## src/rtl/prio_encoder_drain.sv

```systemverilog
// prio_encoder_drain: latches a request vector and emits every set index in priority order, one per handshake
module prio_encoder_drain #(
  parameter int N = 8,
  parameter bit MSB_PRIO = 1'b1,
  localparam int IW = $clog2(N)
) (
  input  logic          clk,
  input  logic          rst,
  input  logic          ei,
  input  logic          d_valid,
  output logic          d_ready,
  input  logic [N-1:0]  d,
  output logic          out_valid,
  input  logic          out_ready,
  output logic [IW-1:0] idx,
  output logic          gs,
  output logic          last,
  output logic [N-1:0]  pending
);
  typedef enum logic [1:0] {IDLE, BUSY, ZERO} state_t;
  state_t state;
  logic [IW-1:0] sel;
  logic [IW-1:0] k;
  logic single;
  always_comb begin
    sel = '0;
    k = '0;
    for (int i = 0; i < N; i++) begin
      k = IW'(MSB_PRIO ? i : N - 1 - i);
      sel = pending[k] ? k : sel;
    end
  end
  assign single = (pending & (pending - 1'b1)) == '0;
  assign d_ready = (state == IDLE) && ei && !rst;
  assign out_valid = state != IDLE;
  assign gs = state == BUSY;
  assign idx = (state == BUSY) ? sel : '0;
  assign last = (state == ZERO) || ((state == BUSY) && single);
  always_ff @(posedge clk) begin
    if (rst) begin
      state <= IDLE;
      pending <= '0;
    end else if (state == IDLE) begin
      if (d_valid && d_ready) begin
        pending <= d;
        state <= (|d) ? BUSY : ZERO;
      end
    end else if (state == BUSY) begin
      if (out_ready) begin
        pending[sel] <= 1'b0;
        state <= single ? IDLE : BUSY;
      end
    end else if (out_ready) begin
      state <= IDLE;
    end
  end
endmodule

```

## config.mk

```make
export PLATFORM = sky130hd
export DESIGN_NAME = prio_encoder_drain
export DESIGN_NICKNAME = d
export VERILOG_FILES = /design/src/rtl/prio_encoder_drain.sv
export SDC_FILE = /design/constraint.sdc
export NUM_CORES = 1
export LEC_CHECK = 0
export ABC_AREA = 1
export CAP_MARGIN = 20
export CORE_ASPECT_RATIO = 0.6
export CORE_MARGIN = 2
export CORE_UTILIZATION = 25
export CTS_CLUSTER_SIZE = 40
export DETAILED_ROUTE_END_ITERATION = 16
export PLACE_DENSITY = 0.55
export SETUP_SLACK_MARGIN = 0.2
export SYNTH_ARGS = -nofsm -noshare
export SYNTH_HDL_FRONTEND = slang
export SYNTH_SLANG_ARGS = --single-unit
```

## constraint.sdc

```tcl
create_clock -name clk -period 1.3 [get_ports clk]
set_input_delay 0.195 -clock clk [delete_from_list [all_inputs] [get_ports clk]]
set_output_delay 0.195 -clock clk [all_outputs]
set_load 0.01 [all_outputs]
```

==> run summary, run 1 <==
The antenna violation net count after detailed routing was 0. For the die outline area, the log shows 3230 µm². Counting every net in the synthesized netlist gives 127.

The logs give 0.831 mW for the internal power and 27.4% for the fraction of power consumed by sequential logic. The share of the clock period used by the worst path came out at 117%. Sorting the synthesized cells by how often they occur yields 40 x nand2_1, 14 x a21oi_1, 12 x inv_1, 12 x nor2_1, 10 x dfxtp_1. The clock drives 10 sinks. Among all flip-flop cells after synthesis, the most frequent one is dfxtp_1. The critical path is of the reg -> out type. The total via count after detailed routing is 999, and the clock edge transition at the registers on the reported setup and hold paths is 0.05 ns. Setup violations remaining at the end of the flow were counted as 10.

For this configuration, the core starts out at a cell density of 27.0%. The wire length of the first global-routing pass was 4340 µm. The total buffers and inverters traversed by the critical path was 1; the final worst slack was -0.227 ns. The cell that appears most often on the critical path is nor2_1. By instance count, the leading cell after synthesis is nand2_1. For this design, the CTS-stage hold fixing added 0 buffers. For the maximum clock insertion buffer count, the log shows 2. The cell count after synthesis is 114, and the layout cell share with drive strength beyond 1 is 67.0%. Of all cell types, the one taking the most synthesized area is dfxtp_1. The tools report the number of core rows as 14. Sort of element at the start of the critical path: a flop. The critical path's top delay family is simple AND/OR/NAND/NOR gates. The detailed-route wire length per cell is 13.7 µm, and the power per unit of standard cell area is 806 nW/µm². After detailed routing, the number of remaining DRC violations is 0.

The transition at the pin with the smallest max-transition slack is 0.225 ns, and the switching part of the total power is 32.5%. The share of synthesized area in the top cell type comes to 28.8%. The run gives 0 as the max-capacitance violation count. Walking the worst path, the cells encountered are nor2_4 -> nor2_1 -> nor2_1 -> nand4_1 -> o21ai_2 -> buf_2. The largest driver fanout on the critical path is 4. The core region is 2570 µm². The run gives 0.655 GHz as the maximum clock frequency. Entering global routing, the biggest net connects 9 pins.

The final reports fail on setup timing. The tools report the number of hold violations in the final report as 0. The post-layout total power was 1.23 mW. The layout has 221 filler cells. Buffers inserted during clock tree synthesis total 3. Headroom to the max-slew limit came out at 84.8%.

The later pin in the worst-skew pair is clocked with a latency of 0.24 ns. The run finished, with violations left. The analysis attributes to cell leakage a power of 0.678 nW. Area of the mapped netlist: 696 µm². The sequential share of the synthesized area came out at 28.8%. Counting flops with an async set or reset pin after synthesis yields a share of 0%. The first TritonRoute pass finished after 4 iterations. The synthesized netlist contains 21 unique library cells. The clock network burns 32.6% of the power.

The placed wire-length estimate is 2000 µm, and the boundary pin count is 28. Summed over all layers, the global routing overflow is 0. The number of antenna diodes in the final layout is 0. The multi-input combinational cells in the finished layout cover a total of 586 µm². The iteration-0 DRC count of the detailed router is 25, and the combinational fraction of design power is 40.0%. TritonCTS built the clock tree. The worst setup path is captured at an output port. For the initial antenna violation count, the log shows 0.

For this block, the routed nets add up to 2930 µm of wire. The final max-slew violation count is 0, and the maximum vdd drop is 0.000311 V. Count of flip-flops with a built-in enable after synthesis: 0. The overall global routing resource usage came out at 17.8%.

Final critical path time including I/O delays and setup: 1.53 ns. The die boundary height was 44.9 µm. In this run the power spent charging and discharging nets is 0.400 mW. Using the TritonRoute via totals, the vias-per-cell ratio works out to 4.67. The count of buffers from port buffering came out at 27. Routability-driven placement finished with a final weighted congestion of 0.815.

The level count of the clock H-tree was 1; the critical path data arrival time was 1.33 ns. For the flip-flop and latch area, the log shows 228 µm². In this run the horizontal extent of the chip is 72.1 µm. Counting flops and latches in the post-synthesis netlist gives 10. After the last flow step, the layout net total stands at 196. After routing, the total negative slack on setup checks comes to -0.698 ns.

Growth of design area from synthesis to finish: 119%. During synthesis, Yosys emitted a total of 0 warnings. The maximum cell stage delay along the critical path works out to 0.33 ns. STA puts the critical path data required time at 1.11 ns.

Each instance of the synthesized netlist takes up on average 6.10 µm². For the final database, setup skew stands at 0.00278 ns. The cell sitting at the root of the clock tree is a clkbuf_8. The number of global-route vias before repair was 934. Setup repair after global routing could not meet its margin everywhere. Library cell contributing the largest single delay on the critical path: dfxtp_2.

In the post-synthesis netlist, the biggest area contributors are dfxtp_1 29%, nand2_1 22%, a21oi_1 10%, inv_1 6.5%, nor2_1 6.5%. The worst min-delay path category is in -> reg.
sequential cells by signal, indices dropped and copies added (netlist names):
register	cells
pending	8
state	2
final timing paths:
check              from          to  slack, ns  cells past startpoint
max          pending[7]        last      -0.23                      6
min                d[5]  pending[5]       0.37                      3
max reg2reg  pending[3]  pending[3]      -0.05                     13
min reg2reg    state[1]    state[1]       0.52                      2
metrics by stage:
step / instances / setup WS [ns] / hold WS (ns) / cell area [µm²] / util, %
global placement: 201 / -0.372 / 0.515 / 1240 / 48.1
detailed placement: 201 / -0.403 / 0.516 / 1240 / 48.1
CTS: 212 / -0.206 / 0.376 / 1400 / 54.2
global route: 214 / -0.283 / 0.386 / 1530 / 59.3
finish: 214 / -0.227 / 0.372 / 1530 / 59.3
floorplan: 114 / 0.105 / 0.334 / 718 / -
layout make-up:
class,instances,area share (%)
inverter,16,4.59
tap,32,2.62
timing repair buffer,65,35.9
clock buffer,4,3.61
sequential,10,14.9
multi-input combinational,87,38.4
repair_timing:
action,in CTS,in global routing
setup endpoints to repair,25,19
pin swaps,17,22
resized for setup,101,43
buffers inserted,7,2
placed cells by master, fill, tap and decap left out:
cell type        count
a21oi_1              2
a21oi_2             13
and2_1               1
buf_12               1
buf_2               11
buf_4               25
buf_6               15
clkbuf_2             1
clkbuf_8             4
clkdlybuf4s50_1      5
dfxtp_2              4
dfxtp_4              6
dlygate4sd2_1        7
inv_1                5
inv_2                7
inv_4                4
nand2_1             27
nand2_2             11
nand2_4              2
nand3_1              1
nand3_2              1
nand4_1              1
nand4_4              1
nor2_1               6
nor2_2               3
nor2_4               6
nor3_2               1
nor4_1               1
nor4_2               1
o21ai_0              3
o21ai_1              1
o21ai_2              3
o21ai_4              1
o22ai_4              1
tightest hold or removal path, stage by stage:
cell	delay [ns]
dlygate4sd2_1	0.25
nand2_1	0.08
a21oi_2	0.05
kinds of logic after synthesis:
logic type,after synthesis,synth area share (%)
buf+inv,17,10.4
flops,10,28.8
simple gates,63,40.3
compound gates,24,20.5
layer usage:
metal  vias up  part of all wire [%]  track usage, %
met5         -                     0               0
li1        501                     -               -
met3         3                   5.3            5.13
met4         0                  0.41            3.40
met2        27                    48            26.8
met1       468                    46            25.6
power by group through the flow:
stage / logic, mW / clock network (mW) / registers (mW)
2_1_floorplan: 0.162 / 0 / 0.351
3_3_place_gp: 0.379 / 0 / 0.342
3_5_place_dp: 0.384 / 0 / 0.342
4_1_cts: 0.430 / 0.396 / 0.337
5_1_grt: 0.526 / 0.412 / 0.339
6_report: 0.492 / 0.401 / 0.337
No activity file was read; power rests on OpenSTA's default activity.
==> run 2, diff against run 1 <==
- CORE_ASPECT_RATIO: 0.6 -> unset
- CTS_CLUSTER_SIZE: 40 -> 16
- SLEW_MARGIN: unset -> 20
==> run summary, run 2 (synthesis results as in run 1) <==
Leaving out fill and tap cells, the most frequent cells in the layout are 30 x nand2_1, 25 x buf_4, 14 x buf_6. After detailed routing, the number of vias per cell comes to 4.45. Detailed routing inserted a total of 940 vias. After clock tree synthesis, the clock-pin slew on the worst setup and hold paths is 0.08 ns.

The number of antenna repair diodes is 0. STA classifies the critical path startpoint as a flop. Entering global routing, the biggest net connects 9 pins. The tools report the post-placement setup slack as -0.395 ns. Setup repair after global routing could not meet its margin everywhere. Compared with the post-synthesis result, the final layout area differs by 110%. The number of cells on the worst reg-to-reg path is 14. Summed over all layers, the routed wires come to 2620 µm. Launching element of the worst setup path: pending[2]. Across the run, the number of max-cap violations was 0. The share of the clock period used by the worst path was 121%; the layout filler cell count was 265. The register with the most flip-flops in the final layout is pending.

Worst min-delay path category: in -> reg. The flop-to-flop setup slack was -0.13 ns. The clock arrives with 0.0128 ns of skew. The number of global-route vias before repair was 975; the worst hold slack was 0.448 ns. The post-route netlist has 62.8% of its cells at a drive strength greater than 1. In the final layout, flip-flops and latches occupy 228 µm². The root buffer cell chosen for the clock tree is clkbuf_4. The floorplan has 19 rows. The worst register-to-register path begins at pending[2]. The final layout contains 194 nets. In this run the vertical extent of the chip is 56.8 µm.

The tools report the maximum vdd drop as 0.000562 V. At the end of routability-driven placement, the weighted congestion stood at 0.893. After clock tree synthesis, the flow added hold-fix buffers numbering 0.

Area of the core region: 2710 µm². For this design, the sink count on the clock tree is 10. The headroom to the max-slew limit was 82.2%. The run gives 0.646 nW as the leakage power.

Post-layout total power: 1.09 mW. The run gives 0.635 GHz as the maximum clock frequency. Commonest non-fill, non-tap cell in the layout: nand2_1. The largest driver fanout on the critical path was 3.

TritonCTS built the clock tree. The initial antenna violation count is 0. The checks that failed: setup timing. The final critical path time including I/O delays and setup was 1.57 ns.

The HPWL after detailed placement is 1890 µm. The run gives -0.274 ns as the final worst slack. The most critical setup path has its endpoint at last.

From left edge to right edge, the die measures 56.8 µm. The count of buffers from port buffering came out at 27. The number of hold violations in the final report was 0. STA classifies the critical path endpoint as an output port.

In this run the power density over the cells is 746 nW/µm². Wire length of the first global-routing pass: 4280 µm. The post-route DRC violation count was 0; the antenna violation net count after detailed routing was 0.

Flip-flop count of the largest register after layout: 8. The tools report the die outline area as 3220 µm². The number of buffers created by CTS is 3. The run finished, with violations left.

The first detailed-routing pass ran for 4 iterations. The multi-input combinational cells in the finished layout cover a total of 552 µm². At the later pin of the worst-skew pair, clock insertion delay measures 0.27 ns.

The worst register-to-register path ends at pending[1]. Global routing used 16.7% of the available tracks across all layers. Setup total negative slack on the finished layout was measured at -0.945 ns.

The initial core utilization was 25.7%; the iteration-0 DRC count of the detailed router was 13. The run gives 1 as the level count of the clock H-tree. STA puts the critical path data required time at 1.11 ns. The number of endpoints failing setup at the final stage is 8. The largest registers in the layout are pending: 8 flops, state: 2 flops. For the boundary pin count, the log shows 28.

In this run the deepest clock path goes through 2 buffers. Including well taps, the total number of placed cells is 199. Transition at the pin with the smallest max-transition slack: 0.265 ns. By startpoint and endpoint, the worst setup path is classified as reg -> out. Dividing the detail-routed wire length by the instance count gives 12.4 µm.

The critical path data arrival time is 1.38 ns, and the count of non-filler cells in the finished layout is 211. The sum of overflow across all layers after global routing was 0; the final max-slew violation count was 0.
-- run 2: changes by cell type in the layout (fill, tap and decap cells not counted), moves of 2 or more --
cell	previous run	this run
clkbuf_8	4	1
a21oi_2	13	8
clkdlybuf4s50_1	5	10
dlygate4sd2_1	7	2
nand2_1	27	30
a21oi_1	2	7
clkbuf_4	0	3
nand2_4	2	0
-- run 2: metal layers --
layer  wire, µm  up-vias  global-route usage, %  part of all wire (%)
li1           -      498                      -                     -
met1       1130      420                   19.9                    43
met2       1400       20                   31.2                    53
met3         76        2                   1.38                   2.9
met4         21        0                   4.98                  0.80
met5          0        -                      0                     0
-- run 2: layout make-up --
| cell class | count | area share (%) |
|---|---|---|
| Clock buffer | 4 | 2.48 |
| Inverter | 16 | 4.79 |
| Sequential cell | 10 | 15.6 |
| Timing Repair Buffer | 63 | 36.8 |
| Tap cell | 31 | 2.65 |
| Multi-Input combinational cell | 87 | 37.7 |
-- run 2: worst min path at each step --
stage,start,end,slack [ns],depth (start not counted)
final,d[7],pending[7],0.45,4
after global routing,d[7],pending[7],0.48,4
after CTS,d[7],pending[7],0.46,4
after detailed placement,state[1],state[1],0.53,2
after global placement,pending[4],pending[4],0.51,2
after floorplan,d[7],pending[7],0.33,2
-- run 2: worst max-delay path, stage by stage (launching register included) --
cell and delay (ns):
dfxtp_4 0.36, nor2_4 0.15, nor2_2 0.06, a21oi_2 0.10, nand4_1 0.16, o21ai_2 0.16
buf_2 0.14
-- run 2: metrics by stage --
step,util (%),area (µm²)
after global routing,54.0,1460
final,54.0,1460
after CTS,51.1,1390
after floorplan,-,718
after detailed placement,45.4,1230
after global placement,45.4,1230
-- run 2: repair_timing --
| action | CTS | global route |
|---|---|---|
| pin swaps | 14 | 17 |
| gates resized for setup | 98 | 29 |
| endpoints found under the setup margin | 25 | 21 |
| buffers inserted | 6 | 2 |
-- run 2: power by group --
part           internal (mW)  leakage, nW  switching (mW)
logic                  0.245        0.537           0.227
clock network          0.170       0.0210           0.114
registers              0.315       0.0877          0.0197
total                  0.730        0.646           0.361
==> run 3, diff against run 2 <==
- CAP_MARGIN: 20 -> unset
- GPL_ROUTABILITY_DRIVEN: unset -> 0
- TNS_END_PERCENT: unset -> 50
==> run summary, run 3 (synthesis results as in run 1) <==
The worst register-to-register path begins at state[1]. The initial utilization of the core area, before any placement, comes to 25.7%. For the leakage power, the log shows 0.652 nW. The final critical path time including I/O delays and setup is 1.57 ns. The clock edge transition at the registers on the reported setup and hold paths came out at 0.06 ns. TritonCTS built the clock tree. Latest clock arrival within the worst-skew pair: 0.27 ns.

The worst register-to-register path has a depth of 9. Flip-flop count of the largest register after layout: 8. The sort of element at the start of the critical path was a flop. Setup total negative slack on the finished layout was measured at -0.788 ns.

Static timing analysis puts the maximum clock frequency at 0.636 GHz. The cell area after placement came out at 1220 µm². The tool flagged a number of max-cap violations equal to 0.

The floorplan has 19 rows. Along the worst path, the maximum fanout reaches 5. The worst setup path is captured at an output port. Port buffering added 27 buffers. Setup repair after global routing could not meet its margin everywhere. Counting every sink on the clock net gives 10.

Clock tree synthesis selected as its root buffer the cell clkbuf_4. The area of the core region was 2710 µm²; the total via count after detailed routing was 969. The library cells used most frequently in the layout, excluding fill and tap cells, are 31 x nand2_1, 22 x buf_4, 19 x buf_6. Data on the critical path is required at its endpoint by 1.11 ns. The transition at the pin with the smallest max-transition slack is 0.208 ns. The die outline area came out at 3220 µm². The antenna violation net count after detailed routing is 0. The wire-length estimate of the detail-placed layout is 1830 µm. At the end of the flow, the number of nets in the layout was 195. The repair_antennas step left the layout with diodes totalling 0. The endpoint of the worst register-to-register path is pending[3]. Clock tree synthesis inserted a total of 3 buffers. The internal portion of the total power is 0.735 mW. The critical path is of the reg -> out type.

The largest net degree at the start of global routing was 9; the number of endpoints failing setup at the final stage was 9. The final worst slack came out at -0.272 ns. Worst min-delay path category: reg -> reg. In the global route stage, overall resource usage came out at 16.2%.

After detailed routing, the number of remaining DRC violations is 0. The run finished, with violations left. The commonest non-fill, non-tap cell in the layout is nand2_1. Following the worst setup path forward leads to its endpoint at last.

The number of detailed-routing iterations run before antenna repair was 5; the initial antenna violation count was 0. Of the total power, combinational logic draws 43.5%. The run gives 275 as the layout filler cell count.

After routing the design area is 1480 µm². The largest registers in the layout are pending: 8 flops, state: 2 flops. For this design the total switching power over the nets is 0.351 mW. The tools report the boundary pin count as 28.

Measured along the y axis, the die boundary spans 56.8 µm. The critical path starts at pending[4]. The run gives 0 as the final max-slew violation count. For this run, the number of standard cells in the final layout without fillers is 212.

Flop-to-flop setup slack: -0.04 ns. The fraction of power consumed by sequential logic is 30.7%, and the detailed-route wire length per cell is 11.7 µm. The growth of design area from synthesis to finish is 113%, and the maximum clock insertion buffer count is 2. The floorplan die width is 56.8 µm. The layout cell share with drive strength beyond 1 came out at 60.2%.

Between clock sinks in the finished design, the worst skew comes to 0.00353 ns. The total detailed-routing wirelength is 2470 µm. More flip-flops sit in one register than any other, and that register is pending. The final reports fail on setup timing. In this run switching power makes up 32.3% of total power. The number of global-route vias before repair came out at 941. After layout, the worst path uses 121% of the clock period. For this design the ratio of total power to cell area is 732 nW/µm². For the number of hold violations in the final report, the log shows 0. For the iteration-0 DRC count of the detailed router, the log shows 17. The logs give 0.000386 V for the maximum vdd drop and 4090 µm for the wire length of the first global-routing pass. Level count of the clock H-tree: 1. The logs give 1.38 ns for the critical path data arrival time and 198 for the cell count after placement. The tools report the share of total power in the clock network as 25.8%. After detailed routing, the number of vias per cell comes to 4.57. The headroom to the max-slew limit was 86.0%; the sum of overflow across all layers after global routing was 0.
[run 3: changes by cell type in the layout (fill, tap and decap cells not counted), sizes merged]
| cell | previous run | this run |
|---|---|---|
| buf | 50 | 51 |
| clkbuf | 5 | 4 |
| clkdlybuf4s15 | 0 | 1 |
[run 3: power by group through the flow]
stage | Combinational (mW) | Clock (mW) | Sequential (mW)
after global placement | 0.374 | 0 | 0.341
after floorplan | 0.162 | 0 | 0.351
after detailed placement | 0.379 | 0 | 0.342
after CTS | 0.418 | 0.284 | 0.333
after global routing | 0.516 | 0.303 | 0.336
final | 0.473 | 0.280 | 0.334
[run 3: what timing repair did]
action	4_1_cts	5_1_grt
buffers inserted	5	5
pin swaps	16	19
hold buffers	0	0
resized for setup	99	26
endpoints found under the setup margin	25	23
[run 3: area by class of cell]
class | count | area (µm²) | area share (%)
timing repair buffer | 64 | 572 | 38.5
multi-input combinational | 87 | 546 | 36.8
sequential | 10 | 224 | 15.1
inverter | 16 | 67.6 | 4.55
tap | 31 | 38.8 | 2.61
clock buffer | 4 | 36.3 | 2.45
[run 3: worst min path at each step]
stage	from	endpoint	slack, ns	cells past startpoint
after floorplan	d[7]	pending[7]	0.33	2
after global placement	state[1]	state[1]	0.52	2
after detailed placement	state[1]	state[1]	0.52	2
after CTS	rst	pending[7]	0.51	3
after global routing	d[5]	pending[5]	0.52	3
final	pending[4]	pending[4]	0.51	2
[run 3: metal layers]
layer	vias to the layer above	wire length, µm	global-route usage (%)	share of wire [%]
li1	506	-	-	-
met3	5	84	2.53	3.4
met1	438	1060	20.1	43
met5	-	0	0	0
met4	0	52	7.97	2.1
met2	20	1270	27.1	51
[run 3: stage by stage]
stage	hold slack (ns)	setup slack [ns]	utilization [%]	power (mW)
after detailed placement	0.519	-0.411	45.1	0.720
final	0.513	-0.272	54.8	1.09
after floorplan	0.334	0.105	-	0.512
after CTS	0.506	-0.239	50.6	1.03
after global routing	0.522	-0.366	54.8	1.16
after global placement	0.521	-0.399	45.1	0.715
[run 3: worst max-delay path: stages (launching register included)]
cell and delay (ns):
dfxtp_4 0.37, inv_1 0.09, o21ai_0 0.09, nor2_1 0.10
nand4_1 0.17, o21ai_2 0.17, buf_2 0.14
